$ cat config.mk
export PLATFORM = sky130hd
export DESIGN_NAME = board_move_collector_flat
export DESIGN_NICKNAME = d
export VERILOG_FILES = /design/src/rtl/board_move_collector_if.sv /design/src/rtl/board_move_collector.sv /design/src/flat_wrapper.sv
export SDC_FILE = /design/constraint.sdc
export NUM_CORES = 1
export LEC_CHECK = 0
export CAP_MARGIN = 10
export CORE_ASPECT_RATIO = 0.8
export CORE_MARGIN = 4
export CORE_UTILIZATION = 30
export DETAILED_ROUTE_END_ITERATION = 16
export GPL_ROUTABILITY_DRIVEN = 0
export PLACE_DENSITY_LB_ADDON = 0.25
export RECOVER_POWER = 50
export SLEW_MARGIN = 20
export SYNTH_ARGS = -nofsm -noshare
export SYNTH_HDL_FRONTEND = slang
export SYNTH_SLANG_ARGS = --single-unit
$ cat constraint.sdc
create_clock -name clk -period 3.8 [get_ports clk]
set_input_delay 0.76 -clock clk [delete_from_list [all_inputs] [get_ports clk]]
set_output_delay 0.76 -clock clk [all_outputs]
set_load 0.01 [all_outputs]
$ cat src/rtl/board_move_collector_if.sv
// Move stream between board_move_collector and the downstream consumer.
// Handshake: a move transfers on any rising clk edge where m_valid and m_ready are both high;
// while m_valid is high, m_data is held stable and m_valid is not withdrawn until the transfer.
interface board_move_collector_if #(
    parameter int MW = 19
);
    logic          m_valid;
    logic          m_ready;
    logic [MW-1:0] m_data;

    modport master (
        output m_valid,
        output m_data,
        input  m_ready
    );

    modport slave (
        input  m_valid,
        input  m_data,
        output m_ready
    );
endinterface

$ cat src/rtl/board_move_collector.sv
// Sequences one move-generation pass over the column units and merges their FIFOs into one move stream.
// Optional feature macro MOVE_FILTER_INVALID_EN: words with the invalid flag (bit MW-1) are dropped in CAPT.
module board_move_collector #(
    parameter int NCOL = 8,
    parameter int MW   = 19
) (
    input  logic                   clk,
    input  logic                   reset,
    input  logic                   start,
    output logic                   busy,
    output logic                   all_done,
    output logic [NCOL-1:0]        col_rst,
    input  logic [NCOL-1:0]        col_done,
    input  logic [NCOL-1:0]        col_empty,
    output logic [NCOL-1:0]        col_rden,
    input  logic [NCOL*MW-1:0]     col_data,
    output logic [7:0]             move_count,
    output logic [2:0]             state_dbg,
    board_move_collector_if.master mv
);
    localparam int PW = (NCOL > 1) ? $clog2(NCOL) : 1;

    typedef enum logic [2:0] {
        IDLE = 3'd0,
        CLR  = 3'd1,
        SCAN = 3'd2,
        READ = 3'd3,
        CAPT = 3'd4,
        OUT  = 3'd5,
        DONE = 3'd6
    } state_t;

    state_t        state;
    state_t        state_nx;
    logic [PW-1:0] ptr;
    logic [PW-1:0] g;
    logic [PW-1:0] g_inc;
    logic [PW-1:0] grant_idx;
    logic [PW-1:0] scan_idx;
    logic          grant_found;
    logic          clr_last;
    logic [MW-1:0] capt_word;
    logic          drop_word;

    assign state_dbg = state;
    assign capt_word = col_data[g*MW +: MW];
    assign g_inc     = PW'((int'(g) + 1) % NCOL);

`ifdef MOVE_FILTER_INVALID_EN
    assign drop_word = capt_word[MW-1];
`else
    assign drop_word = 1'b0;
`endif

    // First non-empty column at or after ptr, wrapping around.
    always_comb begin
        grant_found = 1'b0;
        grant_idx   = '0;
        scan_idx    = '0;
        for (int k = 0; k < NCOL; k++) begin
            scan_idx = PW'((int'(ptr) + k) % NCOL);
            if (!grant_found && !col_empty[scan_idx]) begin
                grant_found = 1'b1;
                grant_idx   = scan_idx;
            end
        end
    end

    always_comb begin
        state_nx = state;
        case (state)
            IDLE: if (start) state_nx = CLR;
            CLR:  if (clr_last) state_nx = SCAN;
            SCAN: begin
                if ((&col_done) && (&col_empty)) state_nx = DONE;
                else if (grant_found)            state_nx = READ;
            end
            READ: state_nx = CAPT;
            CAPT: state_nx = drop_word ? SCAN : OUT;
            OUT:  if (mv.m_ready) state_nx = SCAN;
            DONE: if (start) state_nx = CLR;
            default: state_nx = IDLE;
        endcase
    end

    always_ff @(posedge clk or posedge reset) begin
        if (reset) state <= IDLE;
        else       state <= state_nx;
    end

    // Outputs are decoded from the next state so they are flops aligned with the state they belong to.
    always_ff @(posedge clk or posedge reset) begin
        if (reset) begin
            ptr        <= '0;
            g          <= '0;
            clr_last   <= 1'b0;
            busy       <= 1'b0;
            all_done   <= 1'b0;
            col_rst    <= '0;
            col_rden   <= '0;
            mv.m_valid <= 1'b0;
            mv.m_data  <= '0;
            move_count <= '0;
        end else begin
            busy       <= (state_nx != IDLE) && (state_nx != DONE);
            all_done   <= (state_nx == DONE);
            col_rst    <= {NCOL{state_nx == CLR}};
            col_rden   <= '0;
            mv.m_valid <= (state_nx == OUT);
            clr_last   <= (state == CLR) && !clr_last;

            if ((state == IDLE || state == DONE) && start) begin
                ptr        <= '0;
                move_count <= '0;
            end

            if (state == SCAN && state_nx == READ) begin
                g        <= grant_idx;
                col_rden <= NCOL'(1) << grant_idx;
            end

            if (state == CAPT) begin
                if (drop_word) ptr <= g_inc;
                else           mv.m_data <= capt_word;
            end

            if (state == OUT && mv.m_ready) begin
                ptr <= g_inc;
                if (move_count != 8'hFF) move_count <= move_count + 8'd1;
            end
        end
    end
endmodule

$ cat src/flat_wrapper.sv
// flat-port wrapper written by rule: the top's interface ports become plain ports
module board_move_collector_flat 
#(
    parameter int NCOL = 8,
    parameter int MW   = 19
)
  (clk, reset, start, busy, all_done, col_rst, col_done, col_empty, col_rden, col_data, move_count, state_dbg, mv_m_valid, mv_m_data, mv_m_ready);
  board_move_collector_if #(.MW(MW)) mv_i ();
  input  logic clk;
  input  logic reset;
  input  logic start;
  output logic busy;
  output logic all_done;
  output logic [NCOL-1:0] col_rst;
  input  logic [NCOL-1:0] col_done;
  input  logic [NCOL-1:0] col_empty;
  output logic [NCOL-1:0] col_rden;
  input  logic [NCOL*MW-1:0] col_data;
  output logic [7:0] move_count;
  output logic [2:0] state_dbg;
  output wire logic [$bits(mv_i.m_valid)-1:0] mv_m_valid;
  output wire logic [$bits(mv_i.m_data)-1:0] mv_m_data;
  input wire logic [$bits(mv_i.m_ready)-1:0] mv_m_ready;
  assign mv_m_valid = mv_i.m_valid;
  assign mv_m_data = mv_i.m_data;
  assign mv_i.m_ready = mv_m_ready;
  board_move_collector #(.NCOL(NCOL), .MW(MW)) u_core (.clk(clk), .reset(reset), .start(start), .busy(busy), .all_done(all_done), .col_rst(col_rst), .col_done(col_done), .col_empty(col_empty), .col_rden(col_rden), .col_data(col_data), .move_count(move_count), .state_dbg(state_dbg), .mv(mv_i));
endmodule
## Word level (Yosys, flattened, before mapping)

Index checks and enable logic that the tools add are counted.

| storage, ports and cells | value |
|---|---|
| bits in registers | 49 |
| input bits | 172 |
| output and inout port bits | 49 |
| word-level logic and storage cells | 121 |

| operators by class | value |
|---|---|
| $add $sub $neg | 9 |
| multiply operators | 1 |
| magnitude comparators | 8 |
| eq/ne operators | 12 |
| shift-type cells | 2 |
| mux-type cells | 44 |
| reductions and logical operators | 34 |

Operators with widths:

| kind | count |
|---|---|
| $shiftx 152x9->19 | 1 |
| $mux 3 | 15 |
| $lt 3x4->1 const B | 8 |
| $mux 8 | 4 |
| $bmux 1 s3 | 8 |
| $pmux 3 s6 | 1 |
| $mux 1 | 16 |
| $reduce_and 8->1 | 2 |
| $eq 3x3->1 const B | 5 |
| $logic_not 1->1 | 14 |
| $logic_and 1x1->1 | 13 |
| $add 3x3->3 const B | 4 |
| $eq 3x2->1 const B | 3 |
| $add 8x1->8 const B | 1 |
| $mul 3x5->8 const B | 1 |
| $ne 8x8->1 const B | 1 |
| $shl 1x3->8 const A | 1 |
| $add 3x1->3 const B | 2 |
| $add 3x2->3 const B | 2 |
| $eq 3x1->1 const B | 2 |
| $logic_not 3->1 | 1 |
| $ne 3x3->1 const B | 1 |
| $reduce_bool 3->1 | 1 |
| $reduce_bool 2->1 | 1 |
| 2 further kinds | 2 |

## Depth between registers and ports, before layout

| depth | value |
|---|---|
| depth after elaboration | 30 |
| depth in mapped cells | 13 |
| mapped depth without buffers | 9 |

## Worst setup path before layout

OpenSTA, ideal clock, no wires.

| timing path | value |
|---|---|
| path kind | flip-flop to flip-flop |
| start point | reg u_core.ptr[0] |
| end point | reg u_core.g[0] |
| setup time | 128 ps |
| arrival | 2,838 ps |
| required time | 3,672 ps |
| path slack | 835 ps |
| cell stages (with the launch flop) | 12 |
| buffers on the path | 3 |
| period minus slack after synthesis | 2,965 ps |
| cells stage by stage | dfrtp_1 > buf_6 > buf_6 > inv_1 > ha_1 > buf_4 > mux4_2 > mux2_2 > and2_1 > o32ai_1 > a21oi_2 > mux2_1 |

| between the ends | value |
|---|---|
| word-level cells in the longest chain between the ends | 29 |
| elaborated cells between the ends (all ways) | 64 |
| those cells by class | add/sub (7); eq/ne (1); mux (35); reduce/logical (21) |

RTL lines:

| what | RTL line | RTL |
|---|---|---|
| from (decl) | board_move_collector.sv:35 | `logic [PW-1:0] ptr;` |
| from (signal assigned) | board_move_collector.sv:123 | `if (drop_word) ptr <= g_inc;` |
| from (signal assigned) | board_move_collector.sv:128 | `ptr <= g_inc;` |
| $add 3x1->3 | board_move_collector.sv:61 | `scan_idx = PW'((int'(ptr) + k) % NCOL);` |
| $bmux 1 s3 | board_move_collector.sv:62 | `if (!grant_found && !col_empty[scan_idx]) begin` |
| $mux 1 (not written as such) | board_move_collector.sv:62 |  |
| $logic_not 1->1 | board_move_collector.sv:62 |  |
| $logic_and 1x1->1 | board_move_collector.sv:62 |  |
| $mux 1 | board_move_collector.sv:62 |  |
| $logic_not 1->1 | board_move_collector.sv:62 |  |
| $logic_and 1x1->1 | board_move_collector.sv:62 |  |
| (+13 left out) | - |  |
| $logic_not 1->1 | board_move_collector.sv:62 |  |
| $logic_and 1x1->1 | board_move_collector.sv:62 |  |
| $mux 1 | board_move_collector.sv:62 |  |
| $mux 3 | board_move_collector.sv:76 | `else if (grant_found) state_nx = READ;` |
| $mux 3 | board_move_collector.sv:75 | `if ((&col_done) && (&col_empty)) state_nx = DONE;` |
| $pmux 3 s6 | board_move_collector.sv:71 | `case (state)` |
| $eq 3x2->1 | board_move_collector.sv:117 | `if (state == SCAN && state_nx == READ) begin` |
| $logic_and 1x1->1 | board_move_collector.sv:117 |  |
| to (signal assigned) | board_move_collector.sv:118 | `g <= grant_idx;` |
| to (decl) | board_move_collector.sv:36 | `logic [PW-1:0] g;` |

Several ways; a longest one is shown, not always the timed one. The select of a mux whose other input is x is not followed.
A chain may end at the register's enable or synchronous reset.

## Worst setup path after layout

| timing path | value |
|---|---|
| start point | reg u_core.ptr[1] |
| end point | reg u_core.g[0] |

Same word-level chain as after synthesis.

==> impl_metrics.env <==
export IMPL_status="finished, violations left"
export IMPL_violations="max-capacitance violations, max-slew violations"
export IMPL_routed_wl_um=13300
export IMPL_slowest_stage="ha_1"
export IMPL_p_clk_share_pct=12.2
export IMPL_seq_area_mm2=0.00123
export IMPL_path_max_fanout=14
export IMPL_ioPinCount=221
export IMPL_core_area_mm2=0.0130
export IMPL_clkTransAtPathRegs_ns=0.07
export IMPL_drt_pre_antenna_iters=4
export IMPL_cts_resized=0
export IMPL_synth_ff_type="dfrtp_1"
export IMPL_fmax_ghz=0.309
export IMPL_setup_viol=0
export IMPL_io_buffers=220
export IMPL_ant_nets=0
export IMPL_cts_tree="built"
export IMPL_ys_ff_latch=49
export IMPL_grt_antenna_before_repair=0
export IMPL_nets=738
export IMPL_synth_top_area_share_pct=30.5
export IMPL_crit_chain="inv_1 -> ha_1 -> mux2_2 -> o221ai_1 -> o32a_4 -> nor3_4 -> a211o_1 -> mux2_1"
export IMPL_die_y_um=112
export IMPL_finalSetupTns_ns=0
export IMPL_grt_max_degree=41
export IMPL_seq_power_share_pct=23.1
export IMPL_routedWlPerCell_um=18.0
export IMPL_start_kind="flip-flop"
export IMPL_n_antenna_cell=0
export IMPL_fin_crit_sh_pct=85.3
export IMPL_p_comb_share_pct=64.7
export IMPL_grt_pass1_vias=3926
export IMPL_grt_use_met2_pct=28.8
export IMPL_drv_slew=34
export IMPL_min_from="u_core.clr_last$_DFF_PP0_"
export IMPL_fin_skew_ns=0.00451
export IMPL_cts_hold_buf=0
export IMPL_cts_sinks=49
export IMPL_post_cts_buffers=0
export IMPL_place_ws_ns=0.355
export IMPL_rsz0062_at_grt="false"
export IMPL_drive_gt1_share_pct=15.1
export IMPL_cts_buffer_depth=2
export IMPL_regToRegStartpoint="u_core.ptr[1]$_DFFE_PP0P_"
export IMPL_slowest_delay_ns=0.62
export IMPL_grtUsageMet1_pct=20.9
export IMPL_root_buffer="clkbuf_16"
export IMPL_die_w_um=137
export IMPL_yosys_warnings=0
export IMPL_nFillCells=1171
export IMPL_hold_path_class="reg2reg"
export IMPL_grt_busiest_layer="met2"
export IMPL_gr_total_overflow=0
export IMPL_grt_usage_pct=16.7
export IMPL_worstSkewPairLatency_ns=0.28
export IMPL_ys_seq_area_share_pct=30.5
export IMPL_synth_edff_count=0
export IMPL_internal_power_mw=2.53
export IMPL_rows=37
export IMPL_vias=3854
export IMPL_netlist_top_cell_by_area="dfrtp_1"
export IMPL_grt_pass1_wl_um=20300
export IMPL_max_cap_viol_count=1
export IMPL_synth_cell_area_mm2=0.00402
export IMPL_netSwitchingPower_mw=1.75
export IMPL_p_leak_nw=2.42
export IMPL_crit_arrival_ns=3.41
export IMPL_initial_core_util_pct=30.9
export IMPL_cp_startpoint="u_core.ptr[1]$_DFFE_PP0P_"
export IMPL_syn_to_final_growth_pct=61.7
export IMPL_p_per_area_mw_per_mm2=659
export IMPL_tightest_slew_ns=1.93
export IMPL_fin_ws_ns=0.559
export IMPL_min_period_ns=3.24
export IMPL_yosys_top_cells_area="dfrtp_1 (30%), mux4_2 (26%), mux2i_1 (6.0%)"
export IMPL_grt_use_met3_pct=3.93
export IMPL_drc=0
export IMPL_path_class="reg2reg"
export IMPL_syn_nets=535
export IMPL_avgSynthCellArea_um2=11.2
export IMPL_dieArea_mm2=0.0153
export IMPL_cts_buffers=5
export IMPL_ys_types=62
export IMPL_switching_share_pct=40.9
export IMPL_worstSetupEndpointType="flip-flop"
export IMPL_hold_viol_final=0
export IMPL_synthArstFlopShare_pct=100
export IMPL_via_per_inst=5.22
export IMPL_synthCells=359
export IMPL_first_iter_violations=190
export IMPL_multi_input_area_mm2=0.00258
export IMPL_required_ns=3.97
export IMPL_htree_levels=2
export IMPL_peakVddDrop_mv=0.302
export IMPL_relSlewSlack_pct=-28.6
export IMPL_dp_hpwl_um=10900
stage by stage:
| stage | std cells | util [%] | hold WS (ns) | cell area [um^2] | power, mW |
|---|---|---|---|---|---|
| finish | 738 | 50.0 | 0.442 | 6500 | 4.29 |
| CTS | 738 | 50.1 | 0.444 | 6510 | 4.33 |
| floorplan | 359 | - | 0.413 | 4020 | 2.89 |
| detailed placement | 730 | 48.7 | 0.435 | 6340 | 3.79 |
| global route | 738 | 50.0 | 0.483 | 6500 | 4.61 |
| global placement | 730 | 48.7 | 0.429 | 6340 | 3.73 |
path summary, 6_finish.rpt:
check | endpoint | slack, ns | depth (start not counted)
worst max-delay path | u_core.g[0]$_DFFE_PP0P_ | 0.56 | 8
worst min-delay path | u_core.clr_last$_DFF_PP0_ | 0.44 | 1
worst max register to register | u_core.g[0]$_DFFE_PP0P_ | 0.56 | 8
worst min register to register | u_core.clr_last$_DFF_PP0_ | 0.44 | 1
max in group asynchronous | u_core.move_count[3]$_DFF_PP0_ | 0.99 | 3
min in group asynchronous | u_core.mv.m_data[15]$_DFFE_PP0P_ | 1.23 | 2
cell usage after synthesis (all sizes together) (2+ instances only):
library cell	number
and2	2
nand2	18
xnor2	4
a21oi	26
ha	4
nor3b	3
a211o	2
buf	16
o31ai	3
nand2b	7
nor4	2
nor3	5
and3	3
and4b	2
mux2	11
nand3	4
or2	2
a22o	2
o221ai	3
a31oi	3
inv	12
nand4	5
o21ai	18
o22ai	7
nor4b	5
a32oi	2
dfrtp	49
xor2	3
nand4b	2
mux2i	25
nand3b	2
clkbuf	16
nor2	33
mux4	46
cell type report:
class	instances	area share, %
Multi-Input combinational cell	266	39.7
Timing Repair Buffer	228	34.7
Sequential cell	49	18.9
Tap cell	175	3.37
Clock buffer	6	2.14
Inverter	12	0.692
Clock inverter	2	0.577
routing by layer:
metal  wire length (um)  vias to the layer above  part of all wire, %
met5                  0                        -                    0
met3               1150                       14                  8.7
li1                   -                     1796                    -
met2               6670                      163                   50
met1               5250                     1881                   39
met4                223                        0                  1.7
cell families (layout without fill, tap and decap cells):
group,Yosys count,count (layout),share of synthesized area [%]
and+or+nand+nor,98,98,13.4
xor gates and xnor gates,7,7,1.71
AOI/OAI and AO/OA,75,75,12.2
buffers and inverters,44,248,5.38
DFF,49,49,30.5
adders and majority gates,4,4,1.24
muxes,82,82,35.6
power groups by stage:
stage / combinational [mW] / clock [mW] / sequential [mW]
detailed placement: 2.78 / 0 / 1.01
finish: 2.77 / 0.522 / 0.990
floorplan: 2.01 / 0 / 0.881
CTS: 2.79 / 0.538 / 1.01
global placement: 2.73 / 0 / 1.00
global route: 3.02 / 0.555 / 1.04
flip-flops by register name (all words and copies together) (netlist names):
| register | flops |
|---|---|
| u_core.all_done | 1 |
| u_core.busy | 1 |
| u_core.clr_last | 1 |
| u_core.col_rden | 8 |
| u_core.col_rst | 1 |
| u_core.g | 3 |
| u_core.move_count | 8 |
| u_core.mv.m_data | 19 |
| u_core.mv.m_valid | 1 |
| u_core.ptr | 3 |
| u_core.state_dbg | 3 |
critical path, delay by kind of cell (launching register included):
family	cells	cell delay (ns)
AO/OA/AOI/OAI	3	1.07
multiplexers	2	0.63
adder cells (fa/ha/maj)	1	0.62
AND/OR/NAND/NOR	1	0.38
flip-flops	1	0.34
buffers and inverters	1	0.09
cell usage in the layout, fill, tap and decap left out, types with 3 or more instances in the layout:
cell             instances
clkdlybuf4s50_1        209
dfrtp_1                 48
mux4_2                  46
nor2_1                  32
a21oi_1                 25
mux2i_1                 24
nand2_1                 17
o21ai_0                 14
inv_1                   11
dlygate4sd3_1           11
nand2b_1                 7
o22ai_1                  7
mux2_2                   6
buf_4                    6
nand4_1                  5
clkbuf_16                5
nor3_1                   4
ha_1                     4
o221ai_1                 3
mux2_1                   3
xor2_1                   3
xnor2_1                  3
nor3b_1                  3
and3_1                   3
a31oi_1                  3
o31ai_1                  3
nand3_1                  3
o21ai_1                  3
nor4b_1                  3
Note: power is estimated with default switching activity, not from simulation.
